### config.mk
export PLATFORM = sky130hd
export DESIGN_NAME = graphite_cmd_tx
export DESIGN_NICKNAME = d
export VERILOG_FILES = /design/src/rtl/graphite_cmd_tx.sv
export SDC_FILE = /design/constraint.sdc
export NUM_CORES = 1
export LEC_CHECK = 0
export ABC_AREA = 1
export BUFFER_PORTS_ARGS = -buffer_cell sky130_fd_sc_hd__buf_2
export CORE_MARGIN = 4
export CORE_UTILIZATION = 50
export CTS_BUF_LIST = sky130_fd_sc_hd__clkbuf_2 sky130_fd_sc_hd__clkbuf_4 sky130_fd_sc_hd__clkbuf_8
export DETAILED_ROUTE_END_ITERATION = 8
export PLACE_DENSITY = 0.84
export SETUP_SLACK_MARGIN = 0.5
export SLEW_MARGIN = 10
export SYNTH_ARGS = -nofsm -noshare
export SYNTH_HDL_FRONTEND = slang
export SYNTH_SLANG_ARGS = --single-unit
### constraint.sdc
create_clock -name clk -period 1.3 [get_ports clk]
set_input_delay 0.195 -clock clk [delete_from_list [all_inputs] [get_ports clk]]
set_output_delay 0.195 -clock clk [all_outputs]
set_load 0.02 [all_outputs]
### src/rtl/graphite_cmd_tx.sv
// Command-stream transmitter: expands host drawing requests into 16-bit {opcode, payload} words on an AXI-stream master.
// Define GRAPHITE_CMD_SKIP_REDUNDANT_EN to drop SET_* words whose value matches the last one transmitted.
module graphite_cmd_tx #(
    parameter int unsigned CMD_STREAM_WIDTH = 16
) (
    input  logic                        clk,
    input  logic                        reset_i,
    input  logic                        req_valid_i,
    output logic                        req_ready_o,
    input  logic [1:0]                  req_cmd_i,
    input  logic [11:0]                 req_x0_i,
    input  logic [11:0]                 req_y0_i,
    input  logic [11:0]                 req_x1_i,
    input  logic [11:0]                 req_y1_i,
    input  logic [11:0]                 req_color_i,
    output logic                        cmd_axis_tvalid_o,
    input  logic                        cmd_axis_tready_i,
    output logic [CMD_STREAM_WIDTH-1:0] cmd_axis_tdata_o,
    output logic                        busy_o
);

    localparam int unsigned FIELD_W   = 12;
    localparam int unsigned OPC_W     = 4;
    localparam int unsigned NUM_WORDS = 6;

    localparam logic [1:0] REQ_NOP       = 2'd0;
    localparam logic [1:0] REQ_CLEAR     = 2'd1;
    localparam logic [1:0] REQ_DRAW_LINE = 2'd2;
    localparam logic [1:0] REQ_SET_COLOR = 2'd3;

    localparam logic [OPC_W-1:0] OP_NOP       = 4'd0;
    localparam logic [OPC_W-1:0] OP_SET_X0    = 4'd1;
    localparam logic [OPC_W-1:0] OP_SET_Y0    = 4'd2;
    localparam logic [OPC_W-1:0] OP_SET_X1    = 4'd3;
    localparam logic [OPC_W-1:0] OP_SET_Y1    = 4'd4;
    localparam logic [OPC_W-1:0] OP_SET_COLOR = 4'd5;
    localparam logic [OPC_W-1:0] OP_CLEAR     = 4'd6;
    localparam logic [OPC_W-1:0] OP_DRAW_LINE = 4'd7;

    // Pending-word mask bit positions, in transmit order
    localparam int unsigned W_COLOR = 0;
    localparam int unsigned W_X0    = 1;
    localparam int unsigned W_Y0    = 2;
    localparam int unsigned W_X1    = 3;
    localparam int unsigned W_Y1    = 4;
    localparam int unsigned W_FINAL = 5;

    generate
        if (CMD_STREAM_WIDTH != 16) begin : g_width_check
            $error("graphite_cmd_tx: CMD_STREAM_WIDTH must be 16");
        end
    endgenerate

    typedef enum logic [1:0] {
        ST_IDLE = 2'd0,
        ST_SEND = 2'd1,
        ST_HOLD = 2'd2
    } state_t;

    state_t                      state_q, state_d;
    logic [NUM_WORDS-1:0]        mask_q, mask_d, mask_init;
    logic [CMD_STREAM_WIDTH-1:0] tdata_q, tdata_d;
    logic                        tvalid_q, ready_q, busy_q;
    logic                        accept;
    logic                        handshake;

    logic [1:0]         cmd_q;
    logic [FIELD_W-1:0] color_q, x0_q, y0_q, x1_q, y1_q;

    // Full word list for a request kind, before any redundancy filtering
    function automatic logic [NUM_WORDS-1:0] base_mask(input logic [1:0] cmd);
        base_mask = '0;
        case (cmd)
            REQ_NOP:       base_mask = 6'b100000;
            REQ_CLEAR:     base_mask = 6'b100001;
            REQ_DRAW_LINE: base_mask = 6'b111111;
            REQ_SET_COLOR: base_mask = 6'b000001;
            default:       base_mask = '0;
        endcase
    endfunction

    // Word for the lowest pending mask bit
    function automatic logic [CMD_STREAM_WIDTH-1:0] make_word(
        input logic [NUM_WORDS-1:0] mask,
        input logic [1:0]           cmd,
        input logic [FIELD_W-1:0]   color,
        input logic [FIELD_W-1:0]   x0,
        input logic [FIELD_W-1:0]   y0,
        input logic [FIELD_W-1:0]   x1,
        input logic [FIELD_W-1:0]   y1
    );
        logic [OPC_W-1:0] final_op;
        make_word = '0;
        final_op  = OP_NOP;
        if (cmd == REQ_CLEAR) begin
            final_op = OP_CLEAR;
        end else if (cmd == REQ_DRAW_LINE) begin
            final_op = OP_DRAW_LINE;
        end
        if (mask[W_COLOR]) begin
            make_word = {OP_SET_COLOR, color};
        end else if (mask[W_X0]) begin
            make_word = {OP_SET_X0, x0};
        end else if (mask[W_Y0]) begin
            make_word = {OP_SET_Y0, y0};
        end else if (mask[W_X1]) begin
            make_word = {OP_SET_X1, x1};
        end else if (mask[W_Y1]) begin
            make_word = {OP_SET_Y1, y1};
        end else if (mask[W_FINAL]) begin
            make_word = {final_op, FIELD_W'(0)};
        end
    endfunction

    assign handshake = (state_q == ST_SEND) && cmd_axis_tready_i;

`ifdef GRAPHITE_CMD_SKIP_REDUNDANT_EN
    logic [FIELD_W-1:0] sh_color_q, sh_x0_q, sh_y0_q, sh_x1_q, sh_y1_q;
    logic [4:0]         sh_valid_q;
    logic [4:0]         sh_match;
    logic [4:0]         cur_onehot;

    always_comb begin
        sh_match          = '0;
        sh_match[W_COLOR] = sh_valid_q[W_COLOR] && (sh_color_q == req_color_i);
        sh_match[W_X0]    = sh_valid_q[W_X0] && (sh_x0_q == req_x0_i);
        sh_match[W_Y0]    = sh_valid_q[W_Y0] && (sh_y0_q == req_y0_i);
        sh_match[W_X1]    = sh_valid_q[W_X1] && (sh_x1_q == req_x1_i);
        sh_match[W_Y1]    = sh_valid_q[W_Y1] && (sh_y1_q == req_y1_i);
    end

    assign mask_init  = base_mask(req_cmd_i) & ~{1'b0, sh_match};
    assign cur_onehot = 5'(mask_q & ~(mask_q - 6'(1)));

    // Shadows track the last value actually handed to the rasterizer
    always_ff @(posedge clk) begin
        if (reset_i) begin
            sh_valid_q <= '0;
            sh_color_q <= '0;
            sh_x0_q    <= '0;
            sh_y0_q    <= '0;
            sh_x1_q    <= '0;
            sh_y1_q    <= '0;
        end else if (handshake) begin
            if (cur_onehot[W_COLOR]) begin
                sh_color_q          <= color_q;
                sh_valid_q[W_COLOR] <= 1'b1;
            end
            if (cur_onehot[W_X0]) begin
                sh_x0_q          <= x0_q;
                sh_valid_q[W_X0] <= 1'b1;
            end
            if (cur_onehot[W_Y0]) begin
                sh_y0_q          <= y0_q;
                sh_valid_q[W_Y0] <= 1'b1;
            end
            if (cur_onehot[W_X1]) begin
                sh_x1_q          <= x1_q;
                sh_valid_q[W_X1] <= 1'b1;
            end
            if (cur_onehot[W_Y1]) begin
                sh_y1_q          <= y1_q;
                sh_valid_q[W_Y1] <= 1'b1;
            end
        end
    end
`else
    assign mask_init = base_mask(req_cmd_i);
`endif

    // Next-state, pending mask and outgoing word
    always_comb begin
        state_d = state_q;
        mask_d  = mask_q;
        tdata_d = tdata_q;
        accept  = 1'b0;
        case (state_q)
            ST_IDLE: begin
                if (req_valid_i) begin
                    accept = 1'b1;
                    mask_d = mask_init;
                    if (mask_init != '0) begin
                        state_d = ST_SEND;
                        tdata_d = make_word(mask_init, req_cmd_i, req_color_i,
                                            req_x0_i, req_y0_i, req_x1_i, req_y1_i);
                    end else begin
                        // Everything filtered out: one busy cycle, no words
                        state_d = ST_HOLD;
                    end
                end
            end
            ST_SEND: begin
                if (cmd_axis_tready_i) begin
                    mask_d  = mask_q & (mask_q - 6'(1));
                    state_d = ST_HOLD;
                end
            end
            ST_HOLD: begin
                if (mask_q != '0) begin
                    state_d = ST_SEND;
                    tdata_d = make_word(mask_q, cmd_q, color_q, x0_q, y0_q, x1_q, y1_q);
                end else begin
                    state_d = ST_IDLE;
                end
            end
            default: begin
                state_d = ST_IDLE;
            end
        endcase
    end

    // State and registered outputs
    always_ff @(posedge clk) begin
        if (reset_i) begin
            state_q  <= ST_IDLE;
            mask_q   <= '0;
            tdata_q  <= '0;
            tvalid_q <= 1'b0;
            ready_q  <= 1'b1;
            busy_q   <= 1'b0;
        end else begin
            state_q  <= state_d;
            mask_q   <= mask_d;
            tdata_q  <= tdata_d;
            tvalid_q <= (state_d == ST_SEND);
            ready_q  <= (state_d == ST_IDLE);
            busy_q   <= (state_d != ST_IDLE);
        end
    end

    // Request fields captured at acceptance
    always_ff @(posedge clk) begin
        if (reset_i) begin
            cmd_q   <= REQ_NOP;
            color_q <= '0;
            x0_q    <= '0;
            y0_q    <= '0;
            x1_q    <= '0;
            y1_q    <= '0;
        end else if (accept) begin
            cmd_q   <= req_cmd_i;
            color_q <= req_color_i;
            x0_q    <= req_x0_i;
            y0_q    <= req_y0_i;
            x1_q    <= req_x1_i;
            y1_q    <= req_y1_i;
        end
    end

    assign req_ready_o       = ready_q;
    assign cmd_axis_tvalid_o = tvalid_q;
    assign cmd_axis_tdata_o  = tdata_q;
    assign busy_o            = busy_q;

endmodule

==> qor.yml, run 1 <==
power:
  power.share.clock_pct: 29.0
  p_int_uw: 4990
  switching_share_pct: 33.1
  p_leak_uw: 0.00274
  power_frac_comb_pct: 28.0
  peakVddDrop_uv: 603
  switchingPower_uw: 2470
  p_per_area_mw_per_mm2: 1190
  seq_power_share_pct: 43.0
worst_setup_path:
  crit_fanout: 7
  end_kind: "register"
  required_ps: 1590
  critPathLaunchType: "register"
  crit_arrival_ps: 1660
  crit_type: "register to register"
clock_network:
  clk_latency_ps: 370
  cts_tree: "yes"
  cts_root_buf: "clkbuf_8"
  holdBufCountCts: 0
  clk_pin_slew_ps: 90
  cts_buffers: 9
  cts_max_level: 3
  cts.sinks: 88
  clockBufferDepth: 2
global_route:
  grt_usage_pct: 26.2
  grtUsageMet3_pct: 5.77
  antenna_found_initial: 0
  met1_usage_pct: 30.8
  top_usage_layer: "met2"
  grt_pass1_wl_um: 20700
  grtUsageMet2_pct: 44.4
  grt_pass1_vias: 4361
  grt.overflow.total: 0
  grt_max_degree: 77
synth:
  synth_seq_cells: 88
  synthTopCellsByArea: "dfxtp_1 (42%), nor2_1 (14%), nand2_1 (8.8%), o21ai_0 (7.6%), a21oi_1 (6.5%)"
  syn-num-nets: 677
  ys_seq_area_share_pct: 41.7
  yosysMostFrequentCell: "nor2_1"
  netlist.top_cell.by_area: "dfxtp_1"
  netlist_area_mm2: 0.00422
  synth_top_area_share_pct: 41.7
  synth_cells: 610
  synthArstFlopShare_pct: 0
  synthDistinctLibCells: 30
  yosys_most_used_dff: "dfxtp_1"
  synth_common_cells: "nor2_1 (156), nand2_1 (99), dfxtp_1 (88)"
  avgSynthCellArea_um2: 6.92
  yosysWarnings: 0
  synth_edf_count: 0
timing:
  final.min_clock_period_ps: 1370
  drv_slew: 0
  fin_ws_ps: -71.0
  timing.final.crit_share_pct: 105
  rsz0062_at_grt: "true"
  hold_slack_ps: 78.1
  setup_viol: 8
  finalHoldViolCount: 0
  fmax_mhz: 729
  fin_worst_skew_ps: 11.7
detailed_routing:
  routed-via-count: 5000
  ant_nets: 0
  dr.pass1.iters: 9
  routedWlPerCell_um: 21.1
  drt_iter0_markers: 708
  totalWireLength_um: 17100
  vias_per_cell: 6.17
  drc: 0
floorplanning:
  core_mm2: 0.00822
  die_width_um: 99.9
  rows: 33
  start_util_pct: 51.4
  die_h_um: 99.9
  die_area_mm2: 0.00998
  ioPinCount: 85
place:
  dpl.hpwl_um: 7400
  post-place-ws_ps: 34.4
  portBuffers: 83
  place_congestion: 0.859
finish:
  diodes: 0
  drive_gt1_share_pct: 46.2
  area.growth.synth_to_final_pct: 48.7
  final_nets: 769
run:
  maxCapViolCount: 0
outcome:
  violations: "negative setup slack"
  outcome: "finished, violations left"
hold_path:
  hold_path.class: "input port to register"
cells by family after synthesis:
family,after synthesis,synth area share (%)
AND/OR/NAND/NOR,299,29.1
other,1,0.0888
flip-flops,88,41.7
AO/OA/AOI/OAI,139,18.1
buffers and inverters,82,10.7
adder cells (fa/ha/maj),1,0.296
critical path, cell delays in order (launching register included):
cell and delay, ps:
dfxtp_4 380, inv_4 60, nand3_4 130, inv_8 130
buf_12 160, buf_16 160, nor2_1 70, nor2_1 180
power groups by stage:
stage               clock (uW)  sequential [uW]  combinational (uW)
floorplan                    0             3180                 889
global placement             0             3130                1220
detailed placement           0             3140                1250
CTS                       2070             3130                1620
global route              2240             3220                2200
finish                    2160             3210                2090
registers in the layout, indices dropped and copies added (netlist names):
signal             count
x1_q                  12
cmd_q                  2
x0_q                  12
state_q                2
req_ready_o            1
busy_o                 1
cmd_axis_tvalid_o      1
y1_q                  12
mask_q                 6
y0_q                  12
color_q               12
cmd_axis_tdata_o      15
path summary, 6_finish.rpt:
| check | end | startpoint | cells after the start | slack, ps |
|---|---|---|---|---|
| setup / recovery | y1_q[4]$_SDFFE_PP0P_ | state_q[1]$_SDFF_PP0_ | 7 | -70 |
| setup reg to reg | y1_q[4]$_SDFFE_PP0P_ | state_q[1]$_SDFF_PP0_ | 7 | -70 |
| hold reg to reg | x0_q[3]$_SDFFE_PP0P_ | x0_q[3]$_SDFFE_PP0P_ | 2 | 490 |
| hold / removal | x0_q[9]$_SDFFE_PP0P_ | req_x0_i[9] | 3 | 80 |
final cells by class:
type	count	area, um^2
tap	105	131
clock inverter	3	67.6
multi-input combinational	440	2720
timing repair buffer	125	1230
sequential	88	1810
clock buffer	11	145
fill	455	1940
inverter	38	175
per-stage QoR:
stage	cells	utilization, %	instance area (um^2)	setup TNS [ps]	power [uW]
after floorplan	610	-	4370	0	4070
after global placement	770	58.3	4790	0	4350
after detailed placement	770	58.3	4790	0	4390
after CTS	801	69.2	5680	0	6820
after global routing	810	76.4	6280	-1130	7660
final	810	76.4	6280	-244	7470
placed cells by master, fill, tap and decap left out, types with 20 or more instances in the layout:
| master | count |
|---|---|
| inv_1 | 30 |
| buf_2 | 65 |
| o21ai_0 | 36 |
| buf_6 | 23 |
| dfxtp_2 | 20 |
| nand2_1 | 83 |
| dfxtp_1 | 62 |
| a21oi_2 | 32 |
| nor2_2 | 28 |
| nor2_4 | 33 |
| nor2_1 | 97 |
| a21oi_1 | 38 |
layer usage:
metal	wire length, um	part of all wire, %
met5	0	0
met4	1350	7.9
met3	1930	11
met2	7760	45
met1	6040	35
what timing repair did:
item,4_1_cts,5_1_grt
resized for setup,145,129
pin swaps,27,26
buffers inserted,9,7
gates cloned,8,2
endpoints found under the setup margin,106,106
Power figures use the tool's default switching activity.
==> run 2, diff against run 1 <==
CORE_MARGIN = 3   (was 4)
==> run 2 against run 1 <==
Compared with the run above:
- the flow now finishes without violations
- maximum frequency rose by 9.0%
- sequential share of layout area increased by 3.5 points
- worst hold slack better by 2.2 ps
- wire length fell by 31%
- sequential power decreased by 3%
- worst setup slack improved by 110 ps
- flip-flop and latch count did not move
- critical path depth is the same
- final area is 11% lower
- first-iteration DRC count fell by 64%
- combinational power decreased by 27%
- largest power group unchanged
==> qor.yml, run 2 (synthesized netlist as in run 1, its figures left out) <==
outcome:
  outcome: "finished clean"
finish:
  final_common_cell: "nor2_1"
  largest_register_ff_count: 15  # unchanged
  final_cell_mix: "nor2_1 (154), nand2_1 (95), dfxtp_1 (65), buf_2 (65), a21oi_2 (36)"
  final_nets: 757  # -1.6%
  area.growth.synth_to_final_pct: 32.0
  design_area_mm2: 0.00558  # -11%
  drive_gt1_share_pct: 33.2  # -13 points
  diodes: 0  # unchanged
  finish.utilization_pct: 70.0  # -6.4 points
worst_setup_path:
  crit_arrival_ps: 1510  # -150 ps
  slowest_delay_ps: 380  # about the same
  required_ps: 1550  # -40 ps
  path_buf_inv: 1  # -3
  cpMaxStageDelayCell: "dfxtp_4"
  end_kind: "register"
  crit_fanout: 7  # unchanged
  crit_chain: "nor2_8, nand3_4, nand2_8, clkbuf_16, nand3_1, nand2_1, a21oi_2"
  crit_type: "register to register"
  critical-path-top-delay-family: "simple AND/OR/NAND/NOR gates"
  critPathLaunchType: "register"
detailed_routing:
  vias_per_cell: 5.33  # -14%
  routed-via-count: 4251  # -15%
  totalWireLength_um: 11800  # -31%
  ant_nets: 0  # unchanged
  dr.pass1.iters: 5  # -4
  routedWlPerCell_um: 14.8  # -30%
  drt_iter0_markers: 257  # -64%
  drc: 0  # unchanged
clock_network:
  cts_buffers: 9  # unchanged
  cts.sinks: 88  # unchanged
  cts_tree: "yes"
  cts_max_level: 3  # unchanged
  clockBufferDepth: 2  # unchanged
  cts_root_buf: "clkbuf_8"
  clk_latency_ps: 360  # about the same
  clk_pin_slew_ps: 90  # about the same
floorplanning:
  die_h_um: 97.9  # -2.0%
  ioPinCount: 85  # unchanged
  die_area_mm2: 0.00959  # -4.0%
  core_mm2: 0.00797  # -3.0%
  rows: 32  # -3.0%
  start_util_pct: 53.0  # +1.6 points
  die_width_um: 97.9  # -2.0%
global_route:
  grt_usage_pct: 23.1  # -3.1 points
  grt_max_degree: 61  # -21%
  grt.overflow.total: 0  # unchanged
  antenna_found_initial: 0  # unchanged
  grt_pass1_vias: 3978  # -8.8%
  grt_pass1_wl_um: 18200  # -12%
place:
  placed_cell_area_mm2: 0.00478  # -0.29%
  place_congestion: 0.860  # about the same
  dpl.hpwl_um: 7510  # +1.5%
  portBuffers: 83  # unchanged
timing:
  rsz0062_at_grt: "true"
  timing.final.crit_share_pct: 96.8  # -8.7 points
  setup_viol: 0  # -8
  fmax_mhz: 795  # +9.0%
  finalHoldViolCount: 0  # unchanged
  fin_worst_skew_ps: 10.2  # -1.51 ps
  final.min_clock_period_ps: 1260  # -113 ps
  drv_slew: 0  # unchanged
power:
  peakVddDrop_uv: 711  # +18%
  p_per_area_mw_per_mm2: 1280  # +7.7%
  p_leak_uw: 0.00254  # -7.4%
hold_path:
  hold_path.class: "input port to register"
run:
  maxCapViolCount: 0  # unchanged
-- run 2: cell count changes in the layout (fill, tap and decap cells not counted), sizes merged --
cell,before,now
buf,122,110
clkinvlp,1,0
bufbuf,1,0
clkinv,1,4
inv,37,36
bufinv,2,4
-- run 2: final cells by class --
type / count / area [um^2]
fillers: 575 / 2390
multi-input cells: 440 / 2260
flip-flops and latches: 88 / 1800
repair buffers: 113 / 951
inverters: 38 / 170
clock buffers: 10 / 138
clock inverters: 6 / 130
well taps: 102 / 128
-- run 2: worst register-to-register path, delay by kind of cell, from the launching register on --
kind,cells,cell delay (ps)
AND/OR/NAND/NOR,5,560
flip-flops,1,380
buffers and inverters,1,160
AO/OA/AOI/OAI,1,40
-- run 2: path summary, 6_finish.rpt --
kind,from,to,slack [ps],cells past startpoint
worst max register to register,mask_q[0]$_SDFFE_PP0P_,cmd_axis_tdata_o[11]$_SDFFE_PP0P_,40,7
worst min register to register,cmd_q[0]$_SDFFE_PP0P_,cmd_q[0]$_SDFFE_PP0P_,480,2
worst min-delay path,req_x0_i[5],x0_q[5]$_SDFFE_PP0P_,80,3
worst max-delay path,mask_q[0]$_SDFFE_PP0P_,cmd_axis_tdata_o[11]$_SDFFE_PP0P_,40,7
-- run 2: through the flow --
stage | setup TNS, ps | hold WS, ps | worst slack (ps) | total power (uW) | std cells
floorplan | 0 | 256 | 162 | 4070 | 610
global placement | 0 | 451 | 70.2 | 4340 | 769
detailed placement | 0 | 450 | 3.80 | 4390 | 769
CTS | 0 | 69.8 | 91.5 | 6920 | 790
global route | -14.2 | 82.0 | -14.2 | 7470 | 797
finish | 0 | 80.3 | 41.7 | 7140 | 797
-- run 2: where the power goes --
| part | switching, uW | internal [uW] | total (uW) |
|---|---|---|---|
| Sequential | 167 | 2950 | 3120 |
| Combinational | 872 | 649 | 1520 |
| Clock | 983 | 1520 | 2500 |
| Total | 2020 | 5120 | 7140 |
-- run 2: timing repair --
| item | CTS | global route |
|---|---|---|
| setup endpoints to repair | 106 | 106 |
| pin swaps | 8 | 10 |
| endpoints found under the hold margin | 0 | 0 |
| cloned | 1 | 3 |
| hold buffers | 0 | 0 |
| buffers inserted | 4 | 4 |
| resized for setup | 41 | 106 |
-- run 2: per-layer routing --
metal	track usage [%]	wire length [um]	part of all wire [%]
met5	0	0	0
met4	7.35	265	2.2
met1	27.5	4750	40
met2	40.5	6060	51
met3	6.00	743	6.3
==> run 3, diff against run 2 <==
==> constraint.sdc (replaced) <==
create_clock -name clk -period 1.3 [get_ports clk]
set_input_delay 0.26 -clock clk [delete_from_list [all_inputs] [get_ports clk]]
set_output_delay 0.26 -clock clk [all_outputs]
set_load 0.02 [all_outputs]
==> run 3 against run 2 <==
Compared with the run above:
- the run now ends with negative setup slack left
- maximum frequency decreased by 4.3%
- final cell count increased by 2.0%
- critical endpoint is now cmd_axis_tdata_o[3]$_SDFFE_PP0P_
- flip-flop and latch count unchanged
- final area increased by 5.1%
- utilization increased by 3.6 points
- critical path type unchanged
==> qor.yml, run 3 (synthesized netlist as in run 1, its figures left out) <==
outcome:
  outcome: "finished, violations left"
  violations: "negative setup slack"
floorplanning:
  die_area_mm2: 0.00959  # unchanged
  start_util_pct: 53.0  # unchanged
  ioPinCount: 85  # unchanged
  core_mm2: 0.00797  # unchanged
  die_h_um: 97.9  # unchanged
  rows: 32  # unchanged
  die_width_um: 97.9  # unchanged
global_route:
  grt_max_degree: 77  # +26%
  antenna_found_initial: 0  # unchanged
  grt_pass1_vias: 4212  # +5.9%
  grt_usage_pct: 23.9  # +0.86 points
  grt_pass1_wl_um: 18900  # +4.0%
  grt.overflow.total: 0  # unchanged
finish:
  area.growth.synth_to_final_pct: 38.8
  diodes: 0  # unchanged
  final_nets: 775  # +2.4%
  instances_no_fill: 813  # +2.0%
  largest_register_ff_count: 15  # unchanged
  drive_gt1_share_pct: 39.2  # +6.0 points
  final_cell_mix: "nor2_1 (142), nand2_1 (84), buf_2 (65)"
  final_common_cell: "nor2_1"
worst_setup_path:
  path_buf_inv: 1  # unchanged
  end_kind: "register"
  critical-path-top-delay-family: "simple AND/OR/NAND/NOR gates"
  crit_chain: "nor2_8, nand3_4, nand2_8, buf_12, nand3_1, nand2_1, a21oi_2"
  critPathLaunchType: "register"
  crit_arrival_ps: 1570  # +60 ps
  startpoint: "mask_q[0]$_SDFFE_PP0P_"
  cpMaxStageDelayCell: "dfxtp_4"
  reg2reg_from: "mask_q[0]$_SDFFE_PP0P_"
  required_ps: 1550  # about the same
  crit_fanout: 8  # +1
  crit_type: "register to register"
  slowest_delay_ps: 410  # +30 ps
clock_network:
  clk_latency_ps: 370  # about the same
  clk_pin_slew_ps: 80  # about the same
  holdBufCountCts: 0  # unchanged
  cts_buffers: 9  # unchanged
  cts_max_level: 3  # unchanged
  cts_root_buf: "clkbuf_8"
  cts_tree: "yes"
  cts.sinks: 88  # unchanged
  clockBufferDepth: 2  # unchanged
timing:
  final.min_clock_period_ps: 1320  # +56.8 ps
  rsz0062_at_grt: "true"
  finalHoldViolCount: 0  # unchanged
  fin_worst_skew_ps: 13.9  # +3.75 ps
  fmax_mhz: 760  # -4.3%
  drv_slew: 0  # unchanged
  setup_viol: 2  # +2
  timing.final.crit_share_pct: 101  # +4.4 points
  fin_ws_ps: -15.0  # -56.8 ps
detailed_routing:
  ant_nets: 0  # unchanged
  routed-via-count: 4569  # +7.5%
  vias_per_cell: 5.62  # +5.4%
  totalWireLength_um: 13700  # +16%
  drt_iter0_markers: 384  # +49%
  dr.pass1.iters: 5  # unchanged
  drc: 0  # unchanged
  routedWlPerCell_um: 16.9  # +14%
power:
  p_leak_uw: 0.00267  # +5.2%
  p_per_area_mw_per_mm2: 1120  # -12%
  power_frac_comb_pct: 27.1  # +5.8 points
  peakVddDrop_uv: 741  # +4.3%
  seq_power_share_pct: 47.4  # +3.7 points
  power.share.clock_pct: 25.5  # -9.5 points
  switching_share_pct: 32.0  # +3.6 points
  switchingPower_uw: 2110  # +4.2%
  p_int_uw: 4480  # -12%
place:
  dpl.hpwl_um: 7620  # +1.5%
  dp.cells: 776  # +0.91%
  place_congestion: 0.925  # +7.6%
  post-place-ws_ps: -13.1  # -16.9 ps
  portBuffers: 83  # unchanged
hold_path:
  min_from: "req_x0_i[8]"
  hold_path.class: "input port to register"
run:
  maxCapViolCount: 0  # unchanged
[run 3: cell types whose count changed in the layout (fill, tap and decap cells not counted), moves of 4 or more]
cell | previous run | this run
a21oi_4 | 0 | 4
buf_4 | 11 | 18
buf_6 | 24 | 28
bufinv_16 | 4 | 0
nand2_1 | 95 | 84
nand2_2 | 5 | 15
nand3_1 | 26 | 16
nand3_2 | 3 | 13
nor2_1 | 154 | 142
nor2_2 | 0 | 12
o21ai_0 | 23 | 46
o21ai_1 | 35 | 17
o21ai_2 | 8 | 4
[run 3: area by class of cell]
type	instances	area, um^2
tap	102	128
fill	528	2100
clock buffer	12	146
clock inverter	2	10.0
multi-input combinational	440	2380
inverter	38	179
timing repair buffer	131	1220
sequential	88	1800
[run 3: path summary, 6_finish.rpt]
| path | end | slack [ps] | depth (start not counted) |
|---|---|---|---|
| setup / recovery | cmd_axis_tdata_o[3]$_SDFFE_PP0P_ | -20 | 7 |
| hold / removal | x0_q[8]$_SDFFE_PP0P_ | 130 | 3 |
| setup reg to reg | cmd_axis_tdata_o[3]$_SDFFE_PP0P_ | -20 | 7 |
| hold reg to reg | y0_q[6]$_SDFFE_PP0P_ | 500 | 2 |
[run 3: what timing repair did]
action / CTS / global route
endpoints found under the setup margin: 106 / 106
cloned: 4 / 4
gates resized for setup: 88 / 79
setup buffers: 9 / 6
pin swaps: 10 / 17
[run 3: worst register-to-register path, cell delays in order, from the launching register on]
cell and delay, ps:
dfxtp_4 410, nor2_8 180, nand3_4 110, nand2_8 120
buf_12 150, nand3_1 90, nand2_1 100, a21oi_2 40
[run 3: power by group through the flow]
stage | Sequential (uW) | Clock (uW) | Combinational [uW]
floorplan | 3180 | 0 | 891
global placement | 3140 | 0 | 1230
detailed placement | 3140 | 0 | 1280
CTS | 3100 | 1670 | 1480
global route | 3150 | 1790 | 1930
finish | 3130 | 1680 | 1790
[run 3: routing by layer]
| metal | up-vias | track usage [%] | wire length (um) |
|---|---|---|---|
| li1 | 2137 | - | - |
| met1 | 2135 | 27.2 | 5180 |
| met2 | 248 | 43.5 | 7060 |
| met3 | 49 | 5.86 | 1020 |
| met4 | 0 | 8.31 | 477 |
| met5 | - | 0 | 0 |
[run 3: metrics by stage]
step / utilization (%) / hold slack, ps / total power [uW] / TNS [ps] / area, um^2
4_1_cts: 68.1 / 136 / 6250 / 0 / 5430
5_1_grt: 73.6 / 139 / 6870 / -1450 / 5860
2_1_floorplan: - / 321 / 4070 / 0 / 4370
3_5_place_dp: 60.9 / 459 / 4420 / -13.1 / 4850
6_report: 73.6 / 131 / 6590 / -24.1 / 5860
3_3_place_gp: 60.9 / 447 / 4370 / 0 / 4850
